`src/rtl/seq_multiplier.sv`:
```
// seq_multiplier: multi-cycle signed WIDTH x WIDTH multiplier.
// Sign-magnitude shift-add, one multiplier bit per clock, full 2*WIDTH
// signed product plus a WIDTH-bit signed overflow flag.
// Optional feature macro: MULT_EARLY_EXIT_EN (leave RUN once the
// remaining multiplier bits are all zero).
module seq_multiplier #(
    parameter int WIDTH = 64
) (
    input  logic             clk_i,
    input  logic             rst_i,
    input  logic             start_i,
    input  logic [WIDTH-1:0] a_i,
    input  logic [WIDTH-1:0] b_i,
    output logic             busy_o,
    output logic             done_o,
    output logic [WIDTH-1:0] prod_o,
    output logic [WIDTH-1:0] prod_hi_o,
    output logic             ovf_o
);

    localparam int CW = (WIDTH > 1) ? $clog2(WIDTH) : 1;
    localparam logic [CW-1:0] LAST = CW'(WIDTH - 1);

    typedef enum logic [1:0] {
        IDLE = 2'd0,
        RUN  = 2'd1,
        FIX  = 2'd2
    } state_e;

    state_e               state_q, state_d;
    logic [2*WIDTH-1:0]   mcand_q, mcand_d;
    logic [2*WIDTH-1:0]   acc_q, acc_d;
    logic [WIDTH-1:0]     mplier_q, mplier_d;
    logic [CW-1:0]        count_q, count_d;
    logic                 neg_q, neg_d;
    logic                 done_q, done_d;
    logic [WIDTH-1:0]     prod_q, prod_d;
    logic [WIDTH-1:0]     prod_hi_q, prod_hi_d;
    logic                 ovf_q, ovf_d;

    logic                 load, step, fix, early_exit;
    logic [WIDTH-1:0]     mag_a, mag_b;
    logic [2*WIDTH-1:0]   fixed_res;

    // Magnitudes are plain unsigned; the most-negative value maps onto
    // 2^(WIDTH-1) naturally, so no special case is needed.
    assign mag_a = a_i[WIDTH-1] ? (~a_i + WIDTH'(1)) : a_i;
    assign mag_b = b_i[WIDTH-1] ? (~b_i + WIDTH'(1)) : b_i;
    assign fixed_res = neg_q ? (~acc_q + (2*WIDTH)'(1)) : acc_q;

`ifdef MULT_EARLY_EXIT_EN
    assign early_exit = (mplier_q == '0);
`else
    assign early_exit = 1'b0;
`endif

    // State register plus datapath registers, synchronous reset.
    always_ff @(posedge clk_i) begin
        if (rst_i) begin
            state_q   <= IDLE;
            mcand_q   <= '0;
            acc_q     <= '0;
            mplier_q  <= '0;
            count_q   <= '0;
            neg_q     <= 1'b0;
            done_q    <= 1'b0;
            prod_q    <= '0;
            prod_hi_q <= '0;
            ovf_q     <= 1'b0;
        end else begin
            state_q   <= state_d;
            mcand_q   <= mcand_d;
            acc_q     <= acc_d;
            mplier_q  <= mplier_d;
            count_q   <= count_d;
            neg_q     <= neg_d;
            done_q    <= done_d;
            prod_q    <= prod_d;
            prod_hi_q <= prod_hi_d;
            ovf_q     <= ovf_d;
        end
    end

    // Next-state logic: IDLE -> RUN on start, RUN -> FIX on last bit
    // (or early exit), FIX -> IDLE after one edge.
    always_comb begin
        state_d = state_q;
        unique case (state_q)
            IDLE: if (start_i) state_d = RUN;
            RUN:  if (early_exit || count_q == LAST) state_d = FIX;
            FIX:  state_d = IDLE;
            default: state_d = IDLE;
        endcase
    end

    // FSM outputs: datapath strobes and the busy flag.
    always_comb begin
        load   = (state_q == IDLE) && start_i;
        step   = (state_q == RUN) && !early_exit;
        fix    = (state_q == FIX);
        busy_o = (state_q != IDLE);
    end

    // Datapath next-state: operand load, shift-add step, sign fix.
    always_comb begin
        mcand_d   = mcand_q;
        acc_d     = acc_q;
        mplier_d  = mplier_q;
        count_d   = count_q;
        neg_d     = neg_q;
        prod_d    = prod_q;
        prod_hi_d = prod_hi_q;
        ovf_d     = ovf_q;
        done_d    = fix;
        if (load) begin
            mcand_d  = {{WIDTH{1'b0}}, mag_a};
            mplier_d = mag_b;
            acc_d    = '0;
            count_d  = '0;
            neg_d    = a_i[WIDTH-1] ^ b_i[WIDTH-1];
        end
        if (step) begin
            if (mplier_q[0]) acc_d = acc_q + mcand_q;
            mcand_d  = mcand_q << 1;
            mplier_d = mplier_q >> 1;
            count_d  = count_q + CW'(1);
        end
        if (fix) begin
            prod_d    = fixed_res[WIDTH-1:0];
            prod_hi_d = fixed_res[2*WIDTH-1:WIDTH];
            // Overflow is judged on the sign-corrected full product.
            ovf_d     = (fixed_res[2*WIDTH-1:WIDTH] != {WIDTH{fixed_res[WIDTH-1]}});
        end
    end

    assign done_o    = done_q;
    assign prod_o    = prod_q;
    assign prod_hi_o = prod_hi_q;
    assign ovf_o     = ovf_q;

endmodule

```
`config.mk`:
```
export PLATFORM = sky130hd
export DESIGN_NAME = seq_multiplier
export DESIGN_NICKNAME = d
export VERILOG_FILES = /design/src/rtl/seq_multiplier.sv
export SDC_FILE = /design/constraint.sdc
export NUM_CORES = 2
export LEC_CHECK = 0
export BUFFER_PORTS_ARGS = -buffer_cell sky130_fd_sc_hd__clkbuf_2
export CORE_AREA = 5 5 238 240
export CTS_CLUSTER_DIAMETER = 150
export CTS_CLUSTER_SIZE = 20
export DETAILED_ROUTE_END_ITERATION = 8
export DIE_AREA = 0 0 243 245
export GPL_TIMING_DRIVEN = 0
export HOLD_SLACK_MARGIN = 0.03
export PLACE_DENSITY = 0.84
export SLEW_MARGIN = 20
export SYNTH_ARGS = -nofsm -noshare
export SYNTH_HDL_FRONTEND = slang
export SYNTH_SLANG_ARGS = --single-unit
```
`constraint.sdc`:
```
create_clock -name clk_i -period 5.5 [get_ports clk_i]
set_input_delay 0.275 -clock clk_i [delete_from_list [all_inputs] [get_ports clk_i]]
set_output_delay 0.275 -clock clk_i [all_outputs]
set_load 0.01 [all_outputs]
```
Word-level counts from Yosys, hierarchy flattened
Cells that the tools add are included.

storage, ports and cells
  ROM bits = 0
  memories kept = 0
  memory bits (writable) = 0
  logic and storage cells = 48
  bits of input ports = 131
  bits in latches = 0
  register bits after elaboration = 459

cells by class
  add/sub/neg operators = 5
  bitwise operators = 4
  order comparisons = 0
  eq/ne operators = 6
  shift-type cells = 0
  div/mod/pow operators = 0
  multipliers = 0
  reduce and logical (&&, ||, !) cells = 6
  multiplexer cells = 15

operators with widths
  cell                                                                      number
  128-bit two-way mux                                                       6
  128-bit by 1-bit adder with 128-bit output (second input constant)        1
  128-bit adder                                                             1
  64-bit by 1-bit adder with 64-bit output (second input constant)          2
  64-bit two-way mux                                                        2
  128-bit NOT                                                               1
  64-bit NOT                                                                2
  63-bit two-way mux                                                        2
  64-bit inequality test                                                    1
  6-bit two-way mux                                                         2
  6-bit by 1-bit adder with 6-bit output (second input constant)            1
  6-bit == test (second input constant)                                     1
  2-bit two-way mux                                                         2
  2-bit case mux with 2 select lines                                        1
  2-bit nonzero test                                                        2
  2-bit by 1-bit == test with 1-bit output (second input constant)          1
  2-bit == test (second input constant)                                     1
  2-bit logical NOT                                                         1
  2-bit by 1-bit inequality test with 1-bit output (second input constant)  1
  2-bit inequality test (second input constant)                             1
  2-bit AND reduction                                                       1
  2-bit OR reduction                                                        1
  1-bit logical AND                                                         1
  1-bit XOR                                                                 1

Depth between registers and ports, before layout
  word-level depth = 5
  depth in mapped cells = 16

Worst setup path after synthesis
OpenSTA, ideal clock, no wires.

  path type = flip-flop to flip-flop
  start point = register acc_q[11]
  end point = register ovf_q (netlist: ovf_o)
  arrival = 4.054 ns
  library setup time = 0.132 ns
  setup slack = 1.314 ns
  required time = 5.368 ns
  period minus slack after synthesis = 4.186 ns
  stages on the path, launching flop included = 16
  buffers on the path = 2
  path through = dfxtp_1 or4_4 or4_1 or3_1 buf_2 or4b_4 buf_6 or4_4 or2_4 o21ai_2 xor2_1 nand2_1 nor3_1 a31oi_1 a21oi_2 a211oi_2

between the ends
  cells in the longest elaborated chain, start to end = 4

RTL lines
  element                                     line  text
  start: declaration                          32    logic [2*WIDTH-1:0] acc_q, acc_d;
  start signal: assignment                    62    acc_q <= '0;
  start signal: assignment                    73    acc_q <= acc_d;
  128-bit NOT                                 49    assign fixed_res = neg_q ? (~acc_q + (2*WIDTH)'(1)) : acc_q;
  128-bit by 1-bit adder with 128-bit output  49
  128-bit two-way mux                         49
  64-bit inequality test                      132   ovf_d = (fixed_res[2*WIDTH-1:WIDTH] != {WIDTH{fixed_res[WIDTH-1]}});
  end signal: assignment                      80    ovf_q <= ovf_d;
  end: declaration                            39    logic ovf_q, ovf_d;

Every way passes these cells.
A chain may end at the register's enable or synchronous reset.

Final worst setup path
  start point = register acc_q[47]
  end point = register ovf_q (netlist: ovf_o)

Same word-level chain as after synthesis.

==> flow_metrics.py <==
metrics = {
    "status": {
        "outcome": "finished clean",
    },
    "power_and_ir_drop": {
        "p_total_mw": 6.74,
        "power_density_nw_per_um2": 204,
        "netSwitchingPower_mw": 2.05,
        "comb_power_share": 0.185,
        "p_int_mw": 4.69,
        "netSwitchingFraction": 0.304,
        "seqPwrFrac": 0.516,
        "p_leak_nw": 12.9,
        "clkPwrFrac": 0.299,
        "ir_worst_vdd_mv": 0.211,
    },
    "finish": {
        "nets": 4406,
        "stdcell_area_um2": 33100,
        "finalNonFillerCells": 4851,
        "n_fill_cell": 4923,
        "syn_to_final_growth_pct": 11.9,
        "drive_above_1_share": 0.0818,
    },
    "critical_path": {
        "path_cells": "or4_1 > or4_1 > nor3_1 > nand3_1 > o31ai_1 > xor2_2 > clkbuf_1 > nor4_1 > a21oi_1 > a21oi_1 > and4_1 > a211oi_2",
        "critPathMaxStageDelay_ns": 0.71,
        "r2r_cells": 12,
        "cp_max_fo": 10,
        "r2r_slack_ns": 0.11,
        "crit_arrival_ns": 5.90,
        "critPathRequiredTime_ns": 6.01,
        "critPathTopFamily": "simple AND/OR/NAND/NOR gates",
        "cp_slowest_cell": "or4_1",
        "worst_setup_path_end_kind": "flop",
        "criticalPathCategory": "reg -> reg",
        "r2r_start": "acc_q[47]",
        "cp_num_buf_inv": 1,
        "worstSetupStartpointType": "flop",
        "regToRegEndpoint": "ovf_o",
    },
    "place": {
        "dp_hpwl_mm": 87.2,
        "dp_cells": 4756,
        "gp_congestion": 1.08,
        "dpl_worst_slack_ns": -0.233,
        "placed_cell_area_um2": 31700,
        "io_buffers": 258,
    },
    "synthesis": {
        "syn_nets": 4056,
        "yosys_register_bits": 459,
        "synth_edf_count": 0,
        "ys_warn_count": 0,
        "async_flop_share": 0,
        "synth_cells": 3793,
        "synth.avg_cell_area_um2": 7.79,
        "yosysUniqueCellTypes": 75,
        "netlist_area_um2": 29500,
        "synth_seq_area_share": 0.311,
        "ys.flop_type": "dfxtp_1",
    },
    "drt": {
        "dr.pass1.iters": 6,
        "drtIter0Drc": 3422,
        "post-route-drc-count": 0,
        "viasPerCell": 6.43,
        "wl_mm": 110,
        "wl_per_cell_um": 22.6,
        "num_vias": 31188,
        "ant_nets": 0,
    },
    "clocking": {
        "insertion_delay_ns": 0.60,
        "clockBufferDepth": 3,
        "clk_pin_slew_ns": 0.09,
        "cts_max_level": 1,
        "cts-root-buf": "clkbuf_16",
        "cts_tree": "built",
        "numCtsBuffers": 26,
        "clkSinkCount": 459,
    },
    "floorplanning": {
        "ios": 262,
        "die_h_um": 245,
        "die_width_um": 243,
        "coreArea_um2": 54400,
        "rows": 86,
        "initial_core_util": 0.542,
        "die_area_um2": 59500,
    },
    "min_path": {
        "hold_start": "a_i[19]",
        "hold_end": "mcand_q[19]",
        "hold_path.class": "in -> reg",
        "holdPathStages": 4,
    },
    "sta": {
        "final_max_slew_viol_count": 0,
        "hold_viol_final": 0,
        "timing.fmax_mhz": 186,
        "relSlewSlack": 0.245,
        "rsz0062_at_grt": "false",
        "tns_ns": 0,
        "fin_skew_ns": 0.0232,
        "min_period_ns": 5.39,
        "tightest_slew_ns": 1.12,
        "setup_violations": 0,
        "final.setup.worst_slack_ns": 0.111,
        "finalCritPeriodShare": 0.980,
    },
    "global_routing": {
        "grt_pass1_vias": 28824,
        "grt_max_degree": 21,
        "grt_pass1_wl_mm": 167,
        "grt_overflow": 0,
        "antenna_found_initial": 7,
        "grt_usage": 0.349,
    },
    "job": {
        "maxCapViolCount": 0,
    },
}
how the worst max path moves through the flow:
stage                     from    endpoint  slack (ns)  depth (start not counted)
floorplan            acc_q[11]       ovf_o        1.31                         15
global placement     acc_q[11]       ovf_o       -0.24                         13
detailed placement   acc_q[11]       ovf_o       -0.23                         12
CTS                 mcand_q[0]  acc_q[116]        0.08                         15
global route        mcand_q[0]  acc_q[110]       0.005                         15
finish               acc_q[47]       ovf_o        0.11                         12
tightest hold or removal path, cell delays in order:
cell,delay [ns]
clkbuf_2,0.11
xnor2_1,0.07
nand2_1,0.06
a21oi_1,0.05
cell families (layout without fill, tap and decap cells):
logic type               Yosys count  count (layout)  share of synthesized area
AO/OA/AOI/OAI                   1305            1305                      0.290
AND/OR/NAND/NOR                 1206            1206                      0.191
adder cells (fa/ha/maj)          132             132                     0.0562
buffers and inverters            321             671                     0.0411
multiplexers                       6               6                    0.00208
other                              0               4                          0
XOR/XNOR                         364             364                      0.108
flip-flops                       459             459                      0.311
through the flow:
step / util / hold slack, ns
floorplan: - / 0.451
global placement: 0.582 / 0.447
detailed placement: 0.583 / 0.453
CTS: 0.606 / 0.0302
global route: 0.607 / 0.0393
finish: 0.607 / 0.0297
layer usage:
metal,vias to the layer above,global-route usage,routed length [um]
li1,14622,-,-
met1,14567,0.462,44200
met2,1661,0.561,48300
met3,334,0.0513,10500
met4,4,0.175,6820
met5,-,0,24
state kept, by name (all words and copies together) (netlist names):
register	cells
state_q	2
neg_q	1
mplier_q	64
acc_q	128
prod_hi_o	64
count_q	6
ovf_o	1
done_o	1
prod_o	64
mcand_q	128
placed cells by master (no fill, tap or decap), drive strengths merged, types with 80 or more instances in the layout:
master	count
a211oi	124
a21oi	327
a22oi	157
clkbuf	519
dfxtp	459
ha	131
nand2	403
nor2	339
nor3	80
o21ai	258
o31ai	88
xnor2	199
xor2	165
area by class of cell:
cell class | count | area, um^2 | area share
Tap cell | 704 | 881 | 0.0266
Clock buffer | 28 | 679 | 0.0205
Buffer | 256 | 973 | 0.0294
Antenna cell | 4 | 10.0 | 0.000303
Multi-Input combinational cell | 3013 | 19200 | 0.580
Inverter | 65 | 244 | 0.00738
Sequential cell | 459 | 9190 | 0.278
Timing Repair Buffer | 322 | 1920 | 0.0582
timing repair:
item	CTS	global route
gates resized for setup	1	4
pin swaps	0	1
buffers inserted	0	2
endpoints found under the hold margin	61	0
hold buffers	61	0
endpoints found under the setup margin	1	10
gates cloned	0	0
cells in the mapped netlist (all sizes together) (21+ instances only):
cell	number	area (um^2)
or4	44	338
or2	21	134
nand2	403	1510
ha	131	1640
inv	65	244
a22o	72	631
clkbuf	233	875
nand4	79	494
a211oi	124	936
nand3	61	305
nor2	339	1270
a21oi	327	1640
or3	50	313
a22oi	157	1180
o21ai	258	1290
xor2	165	1450
a31oi	24	150
o41ai	38	355
o21bai	48	360
nor3	80	405
nand2b	23	144
a21o	77	578
dfxtp	459	9190
o31ai	88	674
xnor2	199	1740
nor4	37	231
buf	23	96.3
power by group through the flow:
stage,logic (mW),registers [mW],clock network [mW]
2_1_floorplan,0.761,3.52,0
3_3_place_gp,1.15,3.55,0
3_5_place_dp,1.17,3.55,0
4_1_cts,1.21,3.47,2.01
5_1_grt,1.34,3.49,2.12
6_report,1.25,3.48,2.02
(Power assumes the default switching activity.)
